$ cat config.mk
export PLATFORM = sky130hd
export DESIGN_NAME = clk_div_meter
export DESIGN_NICKNAME = d
export VERILOG_FILES = /design/src/rtl/clk_div_meter.sv
export SDC_FILE = /design/constraint.sdc
export NUM_CORES = 1
export LEC_CHECK = 0
export ABC_AREA = 1
export BUFFER_PORTS_ARGS = -buffer_cell sky130_fd_sc_hd__buf_2
export CORE_ASPECT_RATIO = 1.5
export CORE_MARGIN = 10
export CORE_UTILIZATION = 50
export DETAILED_ROUTE_END_ITERATION = 8
export PLACE_DENSITY = 0.69
export REMOVE_ABC_BUFFERS = 1
export SYNTH_ARGS = -nofsm -noshare
export SYNTH_HDL_FRONTEND = slang
export SYNTH_SLANG_ARGS = --single-unit
$ cat constraint.sdc
create_clock -name clk_in -period 3.22 [get_ports clk_in]
set_input_delay 0.161 -clock clk_in [delete_from_list [all_inputs] [get_ports clk_in]]
set_output_delay 0.161 -clock clk_in [all_outputs]
set_load 0.01 [all_outputs]
$ cat src/rtl/clk_div_meter.sv
// clk_div_meter: measures the high phase, low phase, period and duty-cycle balance of a
// slow clock-like signal. The signal is sampled as asynchronous data in the clk_in
// domain. All results are counted in clk_in cycles.
module clk_div_meter #(
  parameter int unsigned CNT_W       = 8,
  parameter int unsigned SYNC_STAGES = 2
) (
  input  logic             clk_in,
  input  logic             rst,
  input  logic             en,
  input  logic             sig_in,
  output logic [CNT_W-1:0] high_len,
  output logic [CNT_W-1:0] low_len,
  output logic [CNT_W:0]   period,
  output logic             duty50,
  output logic             meas_valid,
  output logic             timeout
);

  localparam logic [CNT_W-1:0] CntMax = '1;
  localparam logic [CNT_W-1:0] CntOne = CNT_W'(1);

  typedef enum logic [1:0] {StIdle, StWaitRise, StHigh, StLow} state_e;

  state_e                 r_state;
  logic [SYNC_STAGES-1:0] r_sync;
  logic                   r_s_prev;
  logic [CNT_W-1:0]       r_hcnt;
  logic [CNT_W-1:0]       r_lcnt;
  logic [CNT_W-1:0]       r_h_lat;
  logic [CNT_W-1:0]       r_high_len;
  logic [CNT_W-1:0]       r_low_len;
  logic [CNT_W:0]         r_period;
  logic                   r_duty50;
  logic                   r_meas_valid;
  logic                   r_timeout;

  logic                   w_s_sync;
  logic                   w_rise;
  logic                   w_fall;
  logic [CNT_W:0]         w_period;
  logic [CNT_W-1:0]       w_diff;
  logic                   w_duty50;

  assign w_s_sync = r_sync[SYNC_STAGES-1];
  assign w_rise   = w_s_sync & ~r_s_prev;
  assign w_fall   = ~w_s_sync & r_s_prev;

  // Results of the period closing on this rise; one extra bit so the sum never wraps.
  assign w_period = {1'b0, r_h_lat} + {1'b0, r_lcnt};
  assign w_diff   = (r_h_lat >= r_lcnt) ? (r_h_lat - r_lcnt) : (r_lcnt - r_h_lat);
  assign w_duty50 = (w_diff[CNT_W-1:1] == '0);

  // Synchronize sig_in and keep the previous synchronized value for edge detection.
  always_ff @(posedge clk_in or negedge rst) begin
    if (!rst) begin
      r_sync   <= '0;
      r_s_prev <= 1'b0;
    end else begin
      r_sync   <= {r_sync[SYNC_STAGES-2:0], sig_in};
      r_s_prev <= w_s_sync;
    end
  end

  // Phase-measurement FSM with registered results, valid pulse and sticky timeout.
  always_ff @(posedge clk_in or negedge rst) begin
    if (!rst) begin
      r_state      <= StIdle;
      r_hcnt       <= '0;
      r_lcnt       <= '0;
      r_h_lat      <= '0;
      r_high_len   <= '0;
      r_low_len    <= '0;
      r_period     <= '0;
      r_duty50     <= 1'b0;
      r_meas_valid <= 1'b0;
      r_timeout    <= 1'b0;
    end else begin
      r_meas_valid <= 1'b0;
      if (!en) begin
        // Results and timeout hold; any partial measurement is abandoned.
        r_state <= StIdle;
        r_hcnt  <= '0;
        r_lcnt  <= '0;
      end else begin
        unique case (r_state)
          StIdle: begin
            r_hcnt  <= '0;
            r_lcnt  <= '0;
            r_state <= StWaitRise;
          end
          StWaitRise: begin
            if (w_rise) begin
              r_hcnt  <= CntOne;
              r_state <= StHigh;
            end
          end
          StHigh: begin
            if (w_fall) begin
              r_h_lat <= r_hcnt;
              r_lcnt  <= CntOne;
              r_state <= StLow;
            end else if (r_hcnt == CntMax) begin
              r_timeout <= 1'b1;
              r_state   <= StWaitRise;
            end else begin
              r_hcnt <= r_hcnt + CntOne;
            end
          end
          StLow: begin
            if (w_rise) begin
              // Close this period and start the next high phase with no gap.
              r_high_len   <= r_h_lat;
              r_low_len    <= r_lcnt;
              r_period     <= w_period;
              r_duty50     <= w_duty50;
              r_meas_valid <= 1'b1;
              r_timeout    <= 1'b0;
              r_hcnt       <= CntOne;
              r_state      <= StHigh;
            end else if (r_lcnt == CntMax) begin
              r_timeout <= 1'b1;
              r_state   <= StWaitRise;
            end else begin
              r_lcnt <= r_lcnt + CntOne;
            end
          end
          default: r_state <= StIdle;
        endcase
      end
    end
  end

  assign high_len   = r_high_len;
  assign low_len    = r_low_len;
  assign period     = r_period;
  assign duty50     = r_duty50;
  assign meas_valid = r_meas_valid;
  assign timeout    = r_timeout;

endmodule

# --- Word-level counts from Yosys, hierarchy flattened ---
# Index checks and enable logic that the tools add are counted.
# Widths: inputs -> output; s select.
word_totals:
  regBits: 57
  in_bits: 4
  out_inout_bits: 28
  elab_cells: 76
op_classes:
  n_addsub: 5
  order_cmp: 1
  eq_ne: 18
  mux: 26
  bitwise: 4
  n_reduce_logical: 10
op_table:
  columns: ["cell", "n"]
  rows:
  - ["$mux 8", 9]
  - ["$pmux 8 s3", 2]
  - ["$ne 3x3->1 const B", 7]
  - ["$add 8x1->8 const B", 2]
  - ["$eq 8x8->1 const B", 2]
  - ["$sub 8x8->8", 2]
  - ["$mux 2", 6]
  - ["$reduce_and 3->1", 4]
  - ["$add 8x8->9", 1]
  - ["$ge 8x8->1", 1]
  - ["$ne 4x4->1 const B", 2]
  - ["$pmux 2 s4", 1]
  - ["$logic_not 7->1", 1]
  - ["$mux 1", 7]
  - ["$reduce_and 5->1", 1]
  - ["$eq 2x2->1 const B", 2]
  - ["$ne 2x2->1 const B", 2]
  - ["$ne 4x1->1 const B", 1]
  - ["$reduce_and 4->1", 1]
  - ["$ne 3x2->1 const B", 1]
  - ["$and 1x1->1", 2]
  - ["$eq 2x1->1 const B", 1]
  - ["$logic_not 2->1", 1]
  - ["$not 1->1", 2]
  - ["3 further kinds", 3]

# --- Depth between registers and ports, before layout ---
logic_depth:
  ltp_word: 5
  ltp_mapped: 15
  depth_no_buf: 15

# --- Least setup slack after synthesis ---
# No wires, ideal clock.
synth_path:
  path_kind: "register to register"
  from: "register r_lcnt[1]"
  to: "register r_period[6] (netlist: period[6])"
  arrival_time_ns: 1.814
  required_ns: 3.103
  path_slack_ns: 1.288
  stages_incl_launch_ff: 11
  n_path_buf: 0
  cell_sequence: "dfrtp_1 inv_1 fa_1 nand3b_1 nand2_1 nand2_1 nand2_1 a21oi_1 or2_2 nand3_1 nand2_1"
synth_via:
  elab_chain_cells: 1
synth_rtl:
  columns: ["element", "line_no", "source"]
  rows:
  - ["start: declaration", "29", "logic [CNT_W-1:0] r_lcnt;"]
  - ["start signal: assignment", "101", "r_lcnt <= CntOne;"]
  - ["start signal: assignment", "125", "r_lcnt <= r_lcnt + CntOne;"]
  - ["$add 8x8->9", "50", "assign w_period = {1'b0, r_h_lat} + {1'b0, r_lcnt};"]
  - ["end signal: assignment", "115", "r_period <= w_period;"]
  - ["end: declaration", "33", "logic [CNT_W:0] r_period;"]
# Every way passes these cells.
# A chain may end at the register's enable or synchronous reset.

# --- Final worst setup path ---
# Ends and elaborated chain as after synthesis.

==> results.txt <==
----------------------------------------------------
[Floorplan]
  Die area ... about 11000 sq um
  Height of the die ... 123.8 microns
  # rows ... 37
  Number of ports placed on the die boundary ... 32
  Initial core utilization ... 51.75%
  DIE WIDTH ... 89.22 microns
  CORE AREA ... slightly below 7000 sq um

[STA]
  Slew @ Worst Pin ... between 0.7 and 0.8 ns
  Setup TNS after final layout ... 0 ns
  Worst Clk Skew ... 0.007703 ns
  Final count of hold timing violations ... 0
  Crit path time final ... 2.213 ns
  Worst-case headroom to the max-slew limit ... 53.07%
  Final setup vio count ... 0
  RSZ-0062 raised after global routing ... no
  Final period util ... 68.74%
  Peak Freq ... roughly 0.45 GHz
  Number of slew-limit violations in the final report ... 0

[Placement]
  Final HPWL from detailed placement ... 6.370 mm
  DP Area ... 3794 sq um
  # port buffers ... 31
  Routability cong. ... ~0.9

[Logic synthesis]
  Count of distinct cell types in the synthesized netlist ... 36
  Fraction of the yosys area taken by sequential cells ... 39.69%
  Syn avg cell area ... 7.629 sq um
  Top-area cell type share of the netlist area ... between 30% and 40%
  Library cell occupying the most area in the post-synthesis netlist ... sky130_fd_sc_hd__dfrtp_1
  Total number of yosys warnings ... 0
  Top-count cell post-synth ... sky130_fd_sc_hd__nand2_1
  Synthesized area ... 3593 sq um
  Number of enable flip-flop cells after synthesis ... 0
  Primary FF master, synth ... sky130_fd_sc_hd__dfrtp_1
  Top post-synthesis cells by area ... sky130_fd_sc_hd__dfrtp_1 (40%), sky130_fd_sc_hd__nand2_1 (13%), sky130_fd_sc_hd__ha_1 (8.7%)
  Post-Synthesis Cells ... 471
  Top cells by count, synth ... sky130_fd_sc_hd__nand2_1 (121), sky130_fd_sc_hd__dfrtp_1 (57), sky130_fd_sc_hd__inv_1 (52), sky130_fd_sc_hd__nor2_1 (36), sky130_fd_sc_hd__nand3_1 (34)
  FFs w/ async S/R, synth ... between 90% and 100%
  Post-synthesis sequential element count ... 57

[Detailed routing]
  Number of design-rule violations left by the first detailed-router iteration ... 157
  Post-DR wirelength/cell ... 14.25 microns
  Post-detailed-route count of antenna-violating nets ... 0
  Number of iterations in the first detailed-routing pass ... 4
  Number of vias per cell after detailed routing ... around 5.3
  Drc violations ... 0
  Via count ... 3125
  Sum of routed wire length over all layers ... 8.349 mm

[Power and ir drop]
  Worst IR Drop VDD ... between 0.3 and 0.4 mV
  Leakage power figure ... between 0.002 and 0.0025 uW
  Overall power ... 3197 uW
  Power per unit of standard cell area ... 803.9 nW/um^2

[Setup path]
  CP startpoint kind ... register
  CP cell instances ... inv_1 -> fa_1 -> nand3b_1 -> nand2_1 -> nand2_1 -> nand2_1 -> a21oi_1 -> or2_2 -> nand3_1 -> nand2_1
  Most common cell on crit path ... sky130_fd_sc_hd__nand2_1
  Required time of the critical path ... 3.46 ns
  Type of the worst setup path ... register to register
  Cell with the largest stage delay on the worst path ... sky130_fd_sc_hd__fa_1
  Worst Path Max Fanout ... 6
  Endpoint type of the worst setup path ... register
  Worst stage delay on the critical path ... 0.49 ns
  Arrival @ worst endpoint ... ~2.5 ns

[Clock tree]
  Clock tree from TritonCTS ... done
  TritonCTS Sinks ... 57
  Maximum level of the CTS H-tree ... 3
  Count of cells resized by post-cts repair ... 0
  Maximum clock path buffer count ... 2
  Clock latency on the worst-skew pair ... 0.35 ns
  Clock input transition at the sequential cells of the worst setup and hold paths ... 0.06 ns
  Inserted Clock Buffers ... 9
  Clock root buffer ... sky130_fd_sc_hd__clkbuf_8

[GRT]
  Initial antenna violation count ... 0
  GRT Total Usage ... 16.68%
  Maximum number of pins on one net before global-route repair ... 47
  Overflow left after global routing ... 0
  Via count of the first global-routing pass ... around 3100
  First-pass GRT wire length ... about 14 mm

[Cells and area]
  Area overhead of the layout relative to synthesis ... 10.65%
  Ant. Diodes ... 0
  Post-route standard cell area excluding fillers ... 3976 sq um
  Total Nets Final ... 537
  Fraction of final layout cells sized beyond drive strength 1 ... around an eighth
  Fill cell count ... roughly 700

[Hold path]
  Worst min-delay path class ... primary input to register

[Run status]
  Result of the run ... completed

[Flow run]
  Number of maximum-capacitance constraint violations ... 0

----------------------------------------------------
placed cells by master (no fill, tap or decap):
cell,instances
sky130_fd_sc_hd__nor3b_1,2
sky130_fd_sc_hd__clkinv_1,2
sky130_fd_sc_hd__buf_4,1
sky130_fd_sc_hd__o211ai_1,1
sky130_fd_sc_hd__a31oi_1,2
sky130_fd_sc_hd__or2_2,1
sky130_fd_sc_hd__clkbuf_1,3
sky130_fd_sc_hd__o21bai_1,2
sky130_fd_sc_hd__nand2_1,121
sky130_fd_sc_hd__nor2_8,1
sky130_fd_sc_hd__ha_1,25
sky130_fd_sc_hd__nand3b_1,1
sky130_fd_sc_hd__nand2_4,1
sky130_fd_sc_hd__nand2_2,2
sky130_fd_sc_hd__clkbuf_8,11
sky130_fd_sc_hd__nor4_4,1
sky130_fd_sc_hd__a21oi_1,23
sky130_fd_sc_hd__xnor2_1,1
sky130_fd_sc_hd__o21ai_2,5
sky130_fd_sc_hd__nand3_1,34
sky130_fd_sc_hd__o21a_1,1
sky130_fd_sc_hd__dlygate4sd3_1,2
sky130_fd_sc_hd__o21ai_1,33
sky130_fd_sc_hd__nand4_1,5
sky130_fd_sc_hd__xor2_1,5
sky130_fd_sc_hd__a21oi_2,1
sky130_fd_sc_hd__o21a_4,1
sky130_fd_sc_hd__o221ai_1,1
sky130_fd_sc_hd__dfrtp_1,57
sky130_fd_sc_hd__or2_1,1
sky130_fd_sc_hd__nor2_2,3
sky130_fd_sc_hd__fa_1,3
sky130_fd_sc_hd__inv_1,52
sky130_fd_sc_hd__inv_2,8
sky130_fd_sc_hd__buf_2,31
sky130_fd_sc_hd__nor2_1,36
sky130_fd_sc_hd__nor3_1,8
sky130_fd_sc_hd__o21ai_0,20
worst paths after layout:
check	from	slack (ns)	cells past startpoint	end
setup / recovery	r_lcnt[1]	1.01	10	period[6]
hold / removal	en	0.21	3	r_hcnt[5]
setup reg to reg	r_lcnt[1]	1.01	10	period[6]
hold reg to reg	r_sync[0]	0.36	0	r_sync[1]
max in group asynchronous	rst	2.08	3	r_h_lat[7]
min in group asynchronous	rst	0.29	2	duty50
cell type report:
class	instances	area (sq um)	area share (%)
Multi-Input combinational cell	341	1874	47.14
Sequential cell	57	1426	35.87
Inverter	62	232.7	5.853
Timing Repair Buffer	34	182.7	4.594
Clock buffer	14	162.7	4.091
Tap cell	78	97.59	2.454
cells by family after synthesis:
kind of cell	synth area share [%]
AO/OA/AOI/OAI	13.89
XOR/XNOR	1.462
adder cells (fa/ha/maj)	10.38
buffers and inverters	8.148
flip-flops	39.69
AND/OR/NAND/NOR	26.43
flip-flops by register name, summed over array words and instances, names as in the netlist:
name and count:
duty50 1, high_len 8, low_len 8, meas_valid 1, period 9, r_h_lat 8, r_hcnt 8, r_lcnt 8
r_s_prev 1, r_state 2, r_sync 2, timeout 1
report_power, final:
part	switching [uW]	internal [uW]	leakage [uW]	total, uW
clock network	270	313	0.0000826	584
logic	951	543	0.00121	1490
registers	162	957	0.000725	1120
total	1380	1810	0.00202	3200
stage by stage:
step | instances | setup slack [ns] | hold WS (ns) | utilization, %
detailed placement | 570 | 1.049 | 0.1365 | 54.63
floorplan | 460 | 1.288 | -0.1346 | -
finish | 586 | 1.007 | 0.2069 | 57.26
global placement | 570 | 1.135 | 0.1271 | 54.63
CTS | 586 | 1.042 | 0.1955 | 57.26
global route | 586 | 0.8696 | 0.2066 | 57.26
metal layers:
| metal | vias up | share of wire [%] | GRT usage [%] |
|---|---|---|---|
| met5 | - | 0 | 0 |
| met3 | 26 | 4.1 | 4.641 |
| met2 | 68 | 51 | 28.66 |
| met4 | 0 | 4.0 | 10.18 |
| met1 | 1436 | 41 | 17.54 |
| li1 | 1595 | - | - |
critical path: cells and delay by family (launching register included):
family | cells | cell delay (ns)
compound gates | 1 | 0.06
fa+ha+maj | 1 | 0.49
buf+inv | 1 | 0.19
flops | 1 | 0.47
simple gates | 7 | 0.90
repair_timing:
| item | in CTS | in global routing |
|---|---|---|
| buffers inserted | 0 | 0 |
| endpoints found under the hold margin | 19 | 0 |
| hold buffers | 2 | 0 |
Note: power is estimated with default switching activity, not from simulation.
